**src/rtl/tl_a_channel_arbiter.sv**
```systemverilog
// +--------------------------------------------------------------------------+
// | tl_a_channel_arbiter: burst-aware round-robin arbiter for a TileLink A     |
// | channel; optional checks enabled by TL_ARB_PROTOCOL_CHECK_EN.             |
// | Revision: 1.0                                                             |
// +--------------------------------------------------------------------------+
`default_nettype none

module tl_a_channel_arbiter #(
  parameter  int N_REQ      = 2,
  parameter  int ADDR_W     = 43,
  parameter  int DATA_BYTES = 8,
  parameter  int SRC_W      = 4,
  localparam int IDX_W      = (N_REQ > 1) ? $clog2(N_REQ) : 1
) (
  input  logic                          clock,
  input  logic                          reset_n,
  input  logic [N_REQ-1:0]              in_valid,
  output logic [N_REQ-1:0]              in_ready,
  input  logic [3*N_REQ-1:0]            in_opcode,
  input  logic [3*N_REQ-1:0]            in_param,
  input  logic [4*N_REQ-1:0]            in_size,
  input  logic [SRC_W*N_REQ-1:0]        in_source,
  input  logic [ADDR_W*N_REQ-1:0]       in_address,
  input  logic [DATA_BYTES*N_REQ-1:0]   in_mask,
  input  logic [8*DATA_BYTES*N_REQ-1:0] in_data,
  input  logic [N_REQ-1:0]              in_corrupt,
  output logic                          out_valid,
  input  logic                          out_ready,
  output logic [2:0]                    out_opcode,
  output logic [2:0]                    out_param,
  output logic [3:0]                    out_size,
  output logic [SRC_W+IDX_W-1:0]        out_source,
  output logic [ADDR_W-1:0]             out_address,
  output logic [DATA_BYTES-1:0]         out_mask,
  output logic [8*DATA_BYTES-1:0]       out_data,
  output logic                          out_corrupt,
  output logic                          busy
);

  localparam logic [3:0]       c_LOG_DB = 4'($clog2(DATA_BYTES));
  localparam logic [IDX_W-1:0] c_LAST   = IDX_W'(N_REQ - 1);
  localparam logic [IDX_W:0]   c_N_EXT  = (IDX_W + 1)'(N_REQ);

  typedef enum logic [0:0] {
    S_IDLE  = 1'b0,
    S_BURST = 1'b1
  } state_t;

  state_t           r_state, w_state_nxt;
  logic [7:0]       r_beat_cnt, w_beat_cnt_nxt;
  logic [IDX_W-1:0] r_rr_ptr, w_rr_ptr_nxt;
  logic [IDX_W-1:0] r_grant_q, w_grant_q_nxt;

  logic [N_REQ-1:0] w_rot;
  logic [IDX_W-1:0] w_off;
  logic [IDX_W:0]   w_sum;
  logic [IDX_W-1:0] w_scan_idx;
  logic             w_any_valid;
  logic [IDX_W-1:0] w_win;
  logic             w_ready_en;
  logic             w_fire;
  logic [SRC_W-1:0] w_src;
  logic             w_multi;
  logic [3:0]       w_shift;
  logic [7:0]       w_beats_m1;

  // Rotate the valids so offset 0 is rr_ptr; the lowest set offset wins.
  always_comb begin
    w_rot       = N_REQ'({in_valid, in_valid} >> r_rr_ptr);
    w_any_valid = |in_valid;
    w_off       = '0;
    for (int i = N_REQ - 1; i >= 0; i--) begin
      if (w_rot[i]) w_off = IDX_W'(i);
    end
    w_sum = {1'b0, r_rr_ptr} + {1'b0, w_off};
    if (w_sum >= c_N_EXT) w_scan_idx = IDX_W'(w_sum - c_N_EXT);
    else                  w_scan_idx = IDX_W'(w_sum);
  end

  always_comb begin
    w_win      = w_scan_idx;
    out_valid  = w_any_valid;
    w_ready_en = w_any_valid;
    if (r_state == S_BURST) begin
      w_win      = r_grant_q;
      out_valid  = in_valid[r_grant_q];
      w_ready_en = 1'b1;
    end
    in_ready = '0;
    if (w_ready_en) in_ready[w_win] = out_ready;
    w_fire = out_valid & out_ready;
  end

  always_comb begin
    out_opcode  = '0;
    out_param   = '0;
    out_size    = '0;
    w_src       = '0;
    out_address = '0;
    out_mask    = '0;
    out_data    = '0;
    out_corrupt = 1'b0;
    for (int i = 0; i < N_REQ; i++) begin
      if (w_win == IDX_W'(i)) begin
        out_opcode  = in_opcode[3*i +: 3];
        out_param   = in_param[3*i +: 3];
        out_size    = in_size[4*i +: 4];
        w_src       = in_source[SRC_W*i +: SRC_W];
        out_address = in_address[ADDR_W*i +: ADDR_W];
        out_mask    = in_mask[DATA_BYTES*i +: DATA_BYTES];
        out_data    = in_data[8*DATA_BYTES*i +: 8*DATA_BYTES];
        out_corrupt = in_corrupt[i];
      end
    end
    out_source = {w_win, w_src};
  end

  // Opcodes 0..3 carry data; beat count - 1 = 2^(size - log2 bytes) - 1.
  always_comb begin
    w_multi    = ~out_opcode[2] && (out_size > c_LOG_DB);
    w_shift    = out_size - c_LOG_DB;
    w_beats_m1 = 8'((9'd1 << w_shift) - 9'd1);
  end

  always_comb begin
    w_state_nxt    = r_state;
    w_beat_cnt_nxt = r_beat_cnt;
    w_rr_ptr_nxt   = r_rr_ptr;
    w_grant_q_nxt  = r_grant_q;
    if (w_fire) begin
      if (r_state == S_IDLE) begin
        w_rr_ptr_nxt = (w_win == c_LAST) ? '0 : w_win + IDX_W'(1);
        if (w_multi) begin
          w_state_nxt    = S_BURST;
          w_grant_q_nxt  = w_win;
          w_beat_cnt_nxt = w_beats_m1;
        end
      end else begin
        w_beat_cnt_nxt = r_beat_cnt - 8'd1;
        if (r_beat_cnt == 8'd1) w_state_nxt = S_IDLE;
      end
    end
  end

  always_ff @(posedge clock or negedge reset_n) begin
    if (!reset_n) begin
      r_state    <= S_IDLE;
      r_beat_cnt <= '0;
      r_rr_ptr   <= '0;
      r_grant_q  <= '0;
    end else begin
      r_state    <= w_state_nxt;
      r_beat_cnt <= w_beat_cnt_nxt;
      r_rr_ptr   <= w_rr_ptr_nxt;
      r_grant_q  <= w_grant_q_nxt;
    end
  end

  assign busy = (r_state == S_BURST);

`ifdef TL_ARB_PROTOCOL_CHECK_EN
`ifndef SYNTHESIS
  logic [2:0]        r_chk_op, r_chk_param;
  logic [3:0]        r_chk_size;
  logic [SRC_W-1:0]  r_chk_src;
  logic [ADDR_W-1:0] r_chk_addr;
  logic              r_prev_valid, r_prev_ready;

  always_ff @(posedge clock or negedge reset_n) begin
    if (!reset_n) begin
      r_chk_op     <= '0;
      r_chk_param  <= '0;
      r_chk_size   <= '0;
      r_chk_src    <= '0;
      r_chk_addr   <= '0;
      r_prev_valid <= 1'b0;
      r_prev_ready <= 1'b0;
    end else begin
      if (r_state == S_BURST && out_valid &&
          {out_opcode, out_param, out_size, w_src, out_address} !=
          {r_chk_op, r_chk_param, r_chk_size, r_chk_src, r_chk_addr}) begin
        $display("tl_a_channel_arbiter: header changed mid-burst on requester %0d", r_grant_q);
        $fatal(1, "tl_a_channel_arbiter: burst header changed");
      end
      if (r_prev_valid && !r_prev_ready && !out_valid)
        $fatal(1, "tl_a_channel_arbiter: out_valid withdrawn without a fire");
      if (r_state == S_IDLE && w_fire && !out_opcode[2] && out_size > 4'd11)
        $fatal(1, "tl_a_channel_arbiter: data message size %0d too large", out_size);
      if (r_state == S_IDLE && w_fire) begin
        r_chk_op    <= out_opcode;
        r_chk_param <= out_param;
        r_chk_size  <= out_size;
        r_chk_src   <= w_src;
        r_chk_addr  <= out_address;
      end
      r_prev_valid <= out_valid;
      r_prev_ready <= out_ready;
    end
  end
`endif
`else
  // Checks compiled out: no extra state.
`endif

endmodule

`default_nettype wire
```
**config.mk**
```make
export PLATFORM = sky130hd
export DESIGN_NAME = tl_a_channel_arbiter
export DESIGN_NICKNAME = d
export VERILOG_FILES = /design/src/rtl/tl_a_channel_arbiter.sv
export SDC_FILE = /design/constraint.sdc
export NUM_CORES = 1
export LEC_CHECK = 0
export BUFFER_PORTS_ARGS = -buffer_cell sky130_fd_sc_hd__buf_4
export CORE_AREA = 2 2 154 156
export DETAILED_ROUTE_END_ITERATION = 10
export DIE_AREA = 0 0 156 158
export PLACE_DENSITY_LB_ADDON = 0.08
export SYNTH_ARGS = -nofsm -noshare
export SYNTH_HDL_FRONTEND = slang
export SYNTH_SLANG_ARGS = --single-unit
```
**constraint.sdc**
```tcl
create_clock -name clock -period 3.5 [get_ports clock]
set_input_delay 0.175 -clock clock [delete_from_list [all_inputs] [get_ports clock]]
set_output_delay 0.175 -clock clock [all_outputs]
set_load 0.03 [all_outputs]
```
# Yosys cells after proc, flatten, opt, wreduce, memory -nomap -nowiden
# Cells that the tools add are included.
[totals] mem_count=0 latch_bits=0 input_bits=265 elab_cells=54 romBits=0 regBits=11 ramBits=0
[op_classes] n_mux=25 multipliers=0 n_bitwise=4 n_eq_ne=1 addsub=6 reduce_logical=7 magnitude_cmp=5 shifts=2 div_mod_pow=0
[op_table] op="two-way mux 64 bit" count=1
[op_table] op="two-way mux 43 bit" count=1
[op_table] op="two-way mux 8 bit" count=3
[op_table] op="subtractor 8 x 1 -> 8 bit, second input constant" count=2
[op_table] op="two-way mux 1 bit" count=14
[op_table] op="== test 8 x 1 -> 1 bit, second input constant" count=1
[op_table] op="two-way mux 4 bit" count=2
[op_table] op="left shift 1 x 4 -> 8 bit, first input constant" count=1
[op_table] op="two-way mux 3 bit" count=2
[op_table] op="> comparator 4 x 2 -> 1 bit, second input constant" count=1
[op_table] op="less-than comparator 1 x 2 -> 1 bit, second input constant" count=2
[op_table] op="AND reduction 2 bit" count=2
[op_table] op=">> shifter 4 x 1 -> 2 bit" count=1
[op_table] op="subtractor 4 x 2 -> 4 bit, second input constant" count=1
[op_table] op="AND reduction 3 bit" count=1
[op_table] op="adder 1 x 1 -> 2 bit" count=1
[op_table] op="AND 2 bit" count=1
[op_table] op="greater-or-equal comparator 2 bit, second input constant" count=1
[op_table] op="logical AND 1 bit" count=2
[op_table] op="two-way mux 2 bit" count=1
[op_table] op="inverter 1 bit" count=2
[op_table] op="nonzero test 2 bit" count=1
[op_table] op="OR reduction 2 bit" count=1
[op_table] op="adder 1 bit, second input constant" count=1
[op_table] op="4 further kinds" count=4

# Depth between registers and ports, before layout
# Gate-level depths: netlist (run 1).
[logic_depth] word_depth=13 ltp_mapped=17 mapped_depth_nobuf=12

# Worst setup path after synthesis (run 1)
# OpenSTA, ideal clock, no wires.
[synth_path] path_type="flip-flop to flip-flop" from="register r_state, in the netlist busy" to="register r_beat_cnt[2]" period_less_slack_ns=2.971 t_arrival_ns=2.829 slack_ns=0.529 path_buffers=4 stages_incl_launch_ff=16 cell_sequence="dfrtp_1 -> buf_2 -> inv_2 -> o211ai_2 -> and2_4 -> buf_6 -> inv_1 -> buf_2 -> buf_2 -> nor4_1 -> a41oi_1 -> ha_1 -> or4b_1 -> o311ai_1 -> o32a_1 -> o221ai_1"
[synth_via] elab_chain_len=7 elab_cells_between_ends=15
[synth_rtl] item="from (decl)" line_no="49" rtl="state_t r_state, w_state_nxt;"
[synth_rtl] item="from (signal assigned)" line_no="152" rtl="r_state <= w_state_nxt;"
[synth_rtl] item="two-way mux 1 bit" line_no="84" rtl="if (r_state == S_BURST) begin"
[synth_rtl] item="two-way mux 4 bit" line_no="104" rtl="if (w_win == IDX_W'(i)) begin"
[synth_rtl] item="subtractor 4 x 2 -> 4 bit" line_no="121" rtl="w_shift = out_size - c_LOG_DB;"
[synth_rtl] item="left shift 1 x 4 -> 8 bit" line_no="122" rtl="w_beats_m1 = 8'((9'd1 << w_shift) - 9'd1);"
[synth_rtl] item="subtractor 8 x 1 -> 8 bit" line_no="122"
[synth_rtl] item="two-way mux 8 bit" line_no="133" rtl="if (w_multi) begin"
[synth_rtl] item="two-way mux 8 bit" line_no="131" rtl="if (r_state == S_IDLE) begin"
[synth_rtl] item="to (signal assigned)" line_no="153" rtl="r_beat_cnt <= w_beat_cnt_nxt;"
[synth_rtl] item="to (decl)" line_no="50" rtl="logic [7:0] r_beat_cnt, w_beat_cnt_nxt;"
# Several ways; a longest one is shown, not always the timed one. The select of a mux whose other input is x is not followed.
# A chain may end at the register's enable or synchronous reset.

# Worst setup path after layout (run 1)
[layout_path] from="register r_rr_ptr" to="register r_beat_cnt[2]"
[layout_via] elab_chain_len=13 elab_cells_between_ends=20
[layout_rtl] item="from (decl)" line_no="51" rtl="logic [IDX_W-1:0] r_rr_ptr, w_rr_ptr_nxt;"
[layout_rtl] item="from (signal assigned)" line_no="154" rtl="r_rr_ptr <= w_rr_ptr_nxt;"
[layout_rtl] item=">> shifter 4 x 1 -> 2 bit" line_no="69" rtl="w_rot = N_REQ'({in_valid, in_valid} >> r_rr_ptr);"
[layout_rtl] item="two-way mux 1 bit (2 in series)" line_no="73" rtl="if (w_rot[i]) w_off = IDX_W'(i);"
[layout_rtl] item="adder 1 x 1 -> 2 bit *" line_no="75" rtl="w_sum = {1'b0, r_rr_ptr} + {1'b0, w_off};"
[layout_rtl] item="greater-or-equal comparator 2 bit or subtractor 1 bit (tied branches)" line_no="76" rtl="if (w_sum >= c_N_EXT) w_scan_idx = IDX_W'(w_sum - c_N_EXT);"
[layout_rtl] item="two-way mux 1 bit *" line_no="76"
[layout_rtl] item="two-way mux 1 bit *" line_no="84"
[layout_rtl] item="two-way mux 4 bit" line_no="104"
[layout_rtl] item="subtractor 4 x 2 -> 4 bit" line_no="121"
[layout_rtl] item="left shift 1 x 4 -> 8 bit" line_no="122"
[layout_rtl] item="subtractor 8 x 1 -> 8 bit" line_no="122"
[layout_rtl] item="two-way mux 8 bit" line_no="133"
[layout_rtl] item="two-way mux 8 bit" line_no="131"
# Every way passes the cells marked *; elsewhere a longest branch is shown, timed or not. The select of a mux whose other input is x is not followed.

==> flow_summary.yaml, run 1 <==
routing:
  firstDrtPassIters: 5
  avgRoutedWirePerCell_um: 16.5
  via_per_inst: 3.89
  vias: 4781
  drt_iter0_drc: 303
  drc: 0
  ant_nets: 0
  wl_mm: 20.3
grt:
  grt-ovfl-total: 0
  globalRouteTotalUtil_pct: 14.6
  grt_pass1_wl_mm: 27.5
  antenna_found_initial: 1
  grt_pass1_vias: 4353
  grt_start_max_net_pins: 134
floorplanning:
  die_h_um: 158
  num_io_pins: 400
  die_area_um2: 24600
  die_w_um: 156
  row_count: 56
  initial_core_util_pct: 12.2
  core_um2: 23100
setup_path:
  worstSetupPathDepth: 11
  worstSetupStartpointType: "flop"
  cp_max_fo: 11
  critPathTopFamily: "simple AND/OR/NAND/NOR gates"
  cp_cell_sequence: "nor2b_4, o211ai_2, and2_4, inv_4, nor4_1, a41oi_1, ha_1, or4b_1, o311ai_1, o32a_1, o221ai_1"
  critPathMaxStageDelay_ns: 0.53
  crit_required_ns: 3.60
  worstSetupPathType: "reg -> reg"
  r2r_cells: 11
  slowest_stage: "or4b_1"
  cp-end-kind: "flop"
  crit_buf_inv: 1
  cp.arrival_ns: 2.86
synthesis:
  synth_edf_count: 0
  synth_ff_type: "dfrtp_1"
  syn_nets: 840
  ys_ff_latch: 11
  ys_types: 51
  synthTopCellsByArea: "nand2_1 53%, dfrtp_1 9.8%, buf_2 3.7%"
  yosys.area.top_type: "nand2_1"
  synthArstFlopShare_pct: 100
  synthCells: 572
  ys_warn_count: 0
  synth_area_um2: 2810
  avgSynthCellArea_um2: 4.91
  synth.most_common_cell: "nand2_1"
  ys_top_cells_by_count: "397 x nand2_1, 21 x buf_2, 14 x clkbuf_1"
  synth.top_cell.area_share_pct: 53.0
  yosysSeqAreaShare_pct: 9.80
sta:
  fin_skew_ns: 0.00134
  grt_setup_unrepaired: "false"
  hold_slack_ns: 0.221
  hold_viol: 0
  slew_viol_final: 0
  final.setup.tns_ns: 0
  worst_pin_slew_ns: 0.850
  clock.fmax_mhz: 362
  setup_violations: 0
  relSlewSlack_pct: 43.4
  period_minus_slack_ns: 2.76
  post-route-period-util_pct: 78.8
placed_design:
  gp_congestion: 0.769
  portBuffers: 399
  dp_hpwl_mm: 16.8
  placed_area_um2: 6010
flow_run:
  maxCapViolations: 0
pwr:
  intPower_mw: 2.19
  pwr-share-seq_pct: 3.7
  leakagePower_nw: 3.60
  ir_drop_mv: 0.525
  cellPowerDensity_nw_per_um2: 992
  comb_power_share_pct: 92.8
  p_sw_mw: 3.86
  p_sw_share_pct: 63.8
  p_clk_share_pct: 3.5
clocking:
  cts_buffers: 3
  cts-root-buf: "clkbuf_16"
  cts_tree: "yes"
  clkLatencyLatePin_ns: 0.24
  ctsResizeCount: 0
  htreeDepth: 1
  post_cts_buffers: 0
  clk_pin_slew_worst_paths_ns: 0.04
  clock-sinks: 11
  clk_path_buf_depth: 2
worst_hold_path:
  hold_depth: 2
  hold_class: "in -> reg"
cells_and_area:
  fin_area_um2: 6100
  areaGrowthSynthToFinish_pct: 117
  drive_gt1_share_pct: 44.5
  nNetsFinal: 1207
outcome:
  status: "complete, no violations"
## path summary, 6_finish.rpt
| kind | to | slack (ns) | start |
|---|---|---|---|
| worst max-delay path | r_beat_cnt[2] | 0.74 | r_rr_ptr |
| worst min-delay path | r_rr_ptr | 0.22 | in_valid[1] |
| worst max register to register | r_beat_cnt[2] | 0.74 | r_rr_ptr |
| worst min register to register | r_rr_ptr | 0.59 | r_rr_ptr |
| max in group asynchronous | r_grant_q | 3.02 | reset_n |
| min in group asynchronous | r_beat_cnt[5] | 0.32 | reset_n |
## metal layers
layer	up-vias	GRT usage, %	wire length (um)
li1	2531	-	-
met1	2074	17.2	7930
met2	166	27.3	10700
met3	10	3.34	1440
met4	0	2.32	210
met5	-	0	0
## cell type report
cell class	count	area, um^2
Sequential cell	11	275
Antenna cell	1	2.50
Tap cell	290	363
Fill cell	2668	17000
Multi-Input combinational cell	508	2290
Inverter	11	43.8
Timing Repair Buffer	404	3050
Clock buffer	4	78.8
## worst reg2reg max path: cells and delay by family (launching register included)
family,cells,cell delay [ns]
flip-flops,1,0.43
buffers and inverters,1,0.05
AO/OA/AOI/OAI,5,0.68
adder cells (fa/ha/maj),1,0.33
AND/OR/NAND/NOR,4,1.11
## registers in the layout, indices dropped and copies added, names as in the netlist
| signal | flops |
|---|---|
| busy | 1 |
| r_beat_cnt | 8 |
| r_grant_q | 1 |
| r_rr_ptr | 1 |
## timing repair
action,in CTS,in global routing
hold buffers,1,0
setup endpoints to repair,0,0
hold endpoints to repair,11,0
## metrics by stage
stage / util [%] / total power, mW / std cells / setup slack (ns)
floorplan: - / 3.73 / 572 / 0.529
global placement: 26.1 / 5.95 / 1223 / 0.754
detailed placement: 26.1 / 5.92 / 1223 / 0.713
CTS: 26.5 / 6.15 / 1228 / 0.721
global route: 26.5 / 6.47 / 1228 / 0.478
finish: 26.5 / 6.05 / 1229 / 0.740
## cells in the final DEF, fill, tap and decap left out, drive strengths merged, types with 2 or more instances in the layout
cell,Yosys,routed
inv,11,11
and2,2,2
mux2,3,3
dfrtp,11,11
and3,2,2
nand3,6,6
a41oi,2,2
o221ai,4,4
xnor2,3,3
nand2b,6,6
a31oi,3,3
clkbuf,15,4
nor2b,2,2
nor3,6,6
and4b,3,3
mux2i,5,5
nand2,397,397
ha,3,3
buf,27,403
o311a,3,3
o221a,2,2
a21oi,12,12
nor4,3,3
o21ai,12,12
nor2,11,11
## power groups by stage
stage | registers (mW) | clock network (mW) | logic [mW]
after floorplan | 0.221 | 0 | 3.51
after global placement | 0.222 | 0 | 5.73
after detailed placement | 0.223 | 0 | 5.70
after CTS | 0.221 | 0.219 | 5.71
after global routing | 0.231 | 0.223 | 6.01
final | 0.222 | 0.214 | 5.62
## logic make-up (layout without fill, tap and decap cells)
group	Yosys count	in the layout	share of synthesized area [%]
and+or+nand+nor	446	446	64.0
buffers and inverters	53	419	8.73
AOI/OAI and AO/OA	47	47	11.9
DFF	11	11	9.80
muxes	8	8	2.98
xor gates and xnor gates	4	4	1.25
adders and majority gates	3	3	1.34
other	0	1	0
(Power assumes the default switching activity.)
==> run 2, diff against run 1 <==
Settings changed: CORE_AREA 2 2 154 156 to 2 2 155 157, DIE_AREA 0 0 156 158 to 0 0 157 159.
Clock period 3.5 ns to 2.4 ns, I/O delays scaled along.
==> flow_summary.yaml, run 2 (synthesis results as in run 1) <==
floorplanning:
  die_h_um: 159
  die_area_um2: 25000
  row_count: 56
  initial_core_util_pct: 12.1
  core_um2: 23200
  die_w_um: 157
  num_io_pins: 400
setup_path:
  worstSetupStartpointType: "flop"
  critPathMaxStageDelay_ns: 0.54
  cp_max_fo: 4
  cp.arrival_ns: 2.54
  crit_required_ns: 2.51
  cp_cell_sequence: "nor2b_4, o211ai_2, and2_4, inv_4, nor4_4, a41oi_2, ha_2, or4b_4, o311ai_4, o32a_1, o221ai_2"
  worstSetupPathType: "reg -> reg"
  slowest_stage: "or4b_4"
  cp-end-kind: "flop"
cells_and_area:
  final_common_cell: "buf_4"
  post-route-util_pct: 27.4
  nNetsFinal: 1223
  final_cell_mix: "416 x buf_4, 397 x nand2_1, 11 x nor2_1, 11 x a21oi_1"
  drive_gt1_share_pct: 46.9
  areaGrowthSynthToFinish_pct: 127
  largest-register: "r_beat_cnt"
  largest_reg_flops: 8
clocking:
  clock-sinks: 11
  clk_pin_slew_worst_paths_ns: 0.04
  clkLatencyLatePin_ns: 0.24
  cts-root-buf: "clkbuf_16"
  htreeDepth: 1
  cts_tree: "yes"
  cts_buffers: 3
  clk_path_buf_depth: 2
worst_hold_path:
  hold_class: "in -> reg"
pwr:
  intPower_mw: 3.40
  comb_power_share_pct: 93.1
  cellPowerDensity_nw_per_um2: 1430
  leakagePower_nw: 3.71
  ir_drop_mv: 0.480
  p_clk_share_pct: 3.4
  pwr-share-seq_pct: 3.5
  p_sw_share_pct: 62.7
  p_sw_mw: 5.72
routing:
  via_per_inst: 3.80
  drt_iter0_drc: 342
  wl_mm: 21.4
  vias: 4836
  firstDrtPassIters: 4
  drc: 0
  avgRoutedWirePerCell_um: 16.8
  ant_nets: 0
sta:
  grt_setup_unrepaired: "true"
  setup_violations: 1
  slew_viol_final: 0
  period_minus_slack_ns: 2.42
  fin_skew_ns: 0.000826
  clock.fmax_mhz: 412
  relSlewSlack_pct: 55.6
  worst_pin_slew_ns: 0.660
  hold_viol: 0
  fin_ws_ns: -0.0246
  post-route-period-util_pct: 101
placed_design:
  dp_hpwl_mm: 17.9
  portBuffers: 399
  gp_congestion: 0.859
  place_ws_ns: -0.0574
grt:
  grt_pass1_wl_mm: 30.3
  grt-ovfl-total: 0
  grt_start_max_net_pins: 87
  globalRouteTotalUtil_pct: 15.8
  grt_pass1_vias: 4620
  antenna_found_initial: 1
flow_run:
  maxCapViolations: 0
outcome:
  violations: "setup timing"
  status: "finished, violations left"
run 2: cell count changes in the layout (fill, tap and decap cells not counted), sizes merged:
cell | before | now
buf | 403 | 419
run 2: critical path: cells and delay by family, from the launching register on:
| kind | cells | cell delay [ns] |
|---|---|---|
| DFF | 1 | 0.38 |
| adders and majority gates | 1 | 0.21 |
| AOI/OAI and AO/OA | 5 | 0.63 |
| and+or+nand+nor | 4 | 1.02 |
| buffers and inverters | 1 | 0.05 |
run 2: cell type report:
cell class | count | area, um^2
Multi-Input combinational cell | 508 | 2370
Tap cell | 319 | 399
Antenna cell | 1 | 2.50
Inverter | 11 | 48.8
Fill cell | 2707 | 16800
Timing Repair Buffer | 420 | 3190
Sequential cell | 11 | 277
Clock buffer | 4 | 78.8
run 2: worst paths after layout:
path,endpoint,from,cells after the start,slack [ns]
max in group asynchronous,busy,reset_n,2,1.97
min reg2reg,r_beat_cnt[1],r_beat_cnt[1],2,0.57
min,r_rr_ptr,in_valid[1],2,0.17
min in group asynchronous,r_beat_cnt[6],reset_n,2,0.26
max reg2reg,r_beat_cnt[2],r_rr_ptr,11,-0.02
max,r_beat_cnt[2],r_rr_ptr,11,-0.02
run 2: through the flow:
step                total power, mW  cell area, um^2  cells  TNS [ns]  hold slack (ns)
floorplan                      5.52             2870    572    -0.397           -0.176
global placement               8.86             6190   1266   -0.0162          -0.0251
detailed placement             8.81             6190   1266   -0.0574          -0.0248
CTS                            9.21             6320   1273   -0.0175            0.166
global route                   9.72             6370   1274    -0.488            0.192
finish                         9.12             6370   1274   -0.0246            0.165
run 2: repair_timing:
action                                 in CTS  in global routing
pin swaps                                   1                  4
setup buffers                               2                  0
resized for setup                           7                 11
endpoints found under the hold margin      11                  0
hold buffers                                1                  0
setup endpoints to repair                  47                 71
run 2: power by group through the flow:
stage	clock, mW	combinational, mW	sequential (mW)
floorplan	0	5.20	0.326
global placement	0	8.54	0.326
detailed placement	0	8.49	0.324
CTS	0.318	8.57	0.320
global route	0.326	9.06	0.336
finish	0.310	8.49	0.322
run 2: routing by layer:
layer / up-vias / wire length [um] / track usage [%]
li1: 2563 / - / -
met1: 2110 / 8010 / 17.3
met2: 155 / 11500 / 31.2
met3: 8 / 1700 / 3.62
met4: 0 / 194 / 2.00
met5: - / 0 / 0
==> run 3, diff against run 2 <==
Settings changed: CELL_PAD_IN_SITES_DETAIL_PLACEMENT set to 1, CELL_PAD_IN_SITES_GLOBAL_PLACEMENT set to 1, CORE_AREA 2 2 155 157 to 2 2 158 160, DIE_AREA 0 0 157 159 to 0 0 160 162, SLEW_MARGIN set to 25.
==> flow_summary.yaml, run 3 (synthesis results as in run 1) <==
outcome:
  status: "finished, violations left"
  violations: "setup timing"
floorplanning:
  die_area_um2: 25900
  num_io_pins: 400
  die_h_um: 162
  die_w_um: 160
  row_count: 57
  core_um2: 24100
  initial_core_util_pct: 11.7
cells_and_area:
  largest_reg_flops: 8
  final_common_cell: "buf_4"
  fin_area_um2: 6430
  largest-register: "r_beat_cnt"
  n_antenna_cell: 0
  nNetsFinal: 1225
  final_cell_mix: "415 x buf_4, 397 x nand2_1, 11 x nor2_1, 11 x o21ai_0, 11 x a21oi_1"
  drive_gt1_share_pct: 46.5
  areaGrowthSynthToFinish_pct: 129
setup_path:
  worstSetupPathType: "reg -> reg"
  rrSetupSlack_ns: -0.03
  crit_required_ns: 2.50
  cp.arrival_ns: 2.53
  cp_max_fo: 4
  r2r_cells: 9
  cp-end-kind: "flop"
  worstSetupStartpointType: "flop"
sta:
  fin_ws_ns: -0.0276
  hold_viol: 0
  final.setup.tns_ns: -0.0276
  slew_viol_final: 0
  setup_violations: 1
  grt_setup_unrepaired: "true"
  clock.fmax_mhz: 412
  worst_pin_slew_ns: 0.685
  fin_skew_ns: 0.00322
  relSlewSlack_pct: 53.9
  period_minus_slack_ns: 2.43
  post-route-period-util_pct: 101
placed_design:
  dp_hpwl_mm: 19.4
  placed_area_um2: 6190
  place_ws_ns: -0.0391
  gp_congestion: 0.793
  portBuffers: 399
routing:
  firstDrtPassIters: 4
  wl_mm: 24.1
  drc: 0
  ant_nets: 0
  drt_iter0_drc: 263
  avgRoutedWirePerCell_um: 18.8
  vias: 5025
  via_per_inst: 3.93
worst_hold_path:
  hold_class: "in -> async"
clocking:
  cts_buffers: 3
  cts-root-buf: "clkbuf_16"
  htreeDepth: 1
  clk_path_buf_depth: 2
  clkLatencyLatePin_ns: 0.24
  clock-sinks: 11
  cts_tree: "yes"
  clk_pin_slew_worst_paths_ns: 0.05
grt:
  grt_start_max_net_pins: 111
  grt_pass1_wl_mm: 32.8
  globalRouteTotalUtil_pct: 16.6
  grt-ovfl-total: 0
  grt_pass1_vias: 4923
  antenna_found_initial: 2
pwr:
  ir_drop_mv: 0.982
  leakagePower_nw: 3.75
  cellPowerDensity_nw_per_um2: 1470
flow_run:
  maxCapViolations: 0
## run 3: cell type report
| type | count | area, um^2 |
|---|---|---|
| fill | 3118 | 17700 |
| tap | 324 | 405 |
| inverter | 11 | 48.8 |
| timing repair buffer | 422 | 3260 |
| clock buffer | 4 | 78.8 |
| multi-input combinational | 508 | 2360 |
| sequential | 11 | 277 |
## run 3: report_power, final
part	switching, mW	total [mW]	internal [mW]	leakage, nW
clock network	0.0884	0.312	0.224	0.0382
registers	0.0676	0.322	0.254	0.119
logic	5.75	8.81	3.06	3.59
total	5.90	9.44	3.54	3.75
## run 3: timing repair
item                                    4_1_cts  5_1_grt
resized for setup                             6        6
pin swaps                                     4        4
endpoints found under the setup margin        1        6
hold buffers                                  1        0
hold endpoints to repair                     11        0
cloned                                        0        2
buffers inserted                              2        2
## run 3: per-layer routing
metal  global-route usage, %  share of wire (%)  vias to the layer above
met2                    31.4                 53                      155
li1                        -                  -                     2572
met5                       0               0.11                        -
met1                    18.7                 39                     2270
met3                    4.34                6.4                       24
met4                    3.40                1.9                        4
## run 3: worst paths after layout
| kind | startpoint | endpoint |
|---|---|---|
| setup / recovery | r_rr_ptr | r_beat_cnt[2] |
| hold / removal | reset_n | r_beat_cnt[1] |
| setup reg to reg | r_rr_ptr | r_beat_cnt[2] |
| hold reg to reg | r_beat_cnt[1] | r_beat_cnt[1] |
| max in group asynchronous | reset_n | busy |
| min in group clock | in_valid[1] | r_rr_ptr |
## run 3: worst max-delay path, stage by stage, from the launching register on
cell	delay (ns)
dfrtp_1	0.37
nand2b_1	0.16
o211ai_2	0.13
a2111oi_2	0.44
a41oi_2	0.09
ha_2	0.21
or4b_4	0.53
o311ai_4	0.10
o32a_1	0.17
o221ai_1	0.10
## run 3: metrics by stage
| step | power [mW] | hold WS (ns) | util (%) | std cells |
|---|---|---|---|---|
| floorplan | 5.52 | -0.176 | - | 572 |
| global placement | 8.92 | -0.0222 | 25.7 | 1269 |
| detailed placement | 8.90 | -0.0225 | 25.7 | 1269 |
| CTS | 9.32 | 0.260 | 26.3 | 1276 |
| global route | 10.1 | 0.276 | 26.7 | 1280 |
| finish | 9.44 | 0.258 | 26.7 | 1280 |
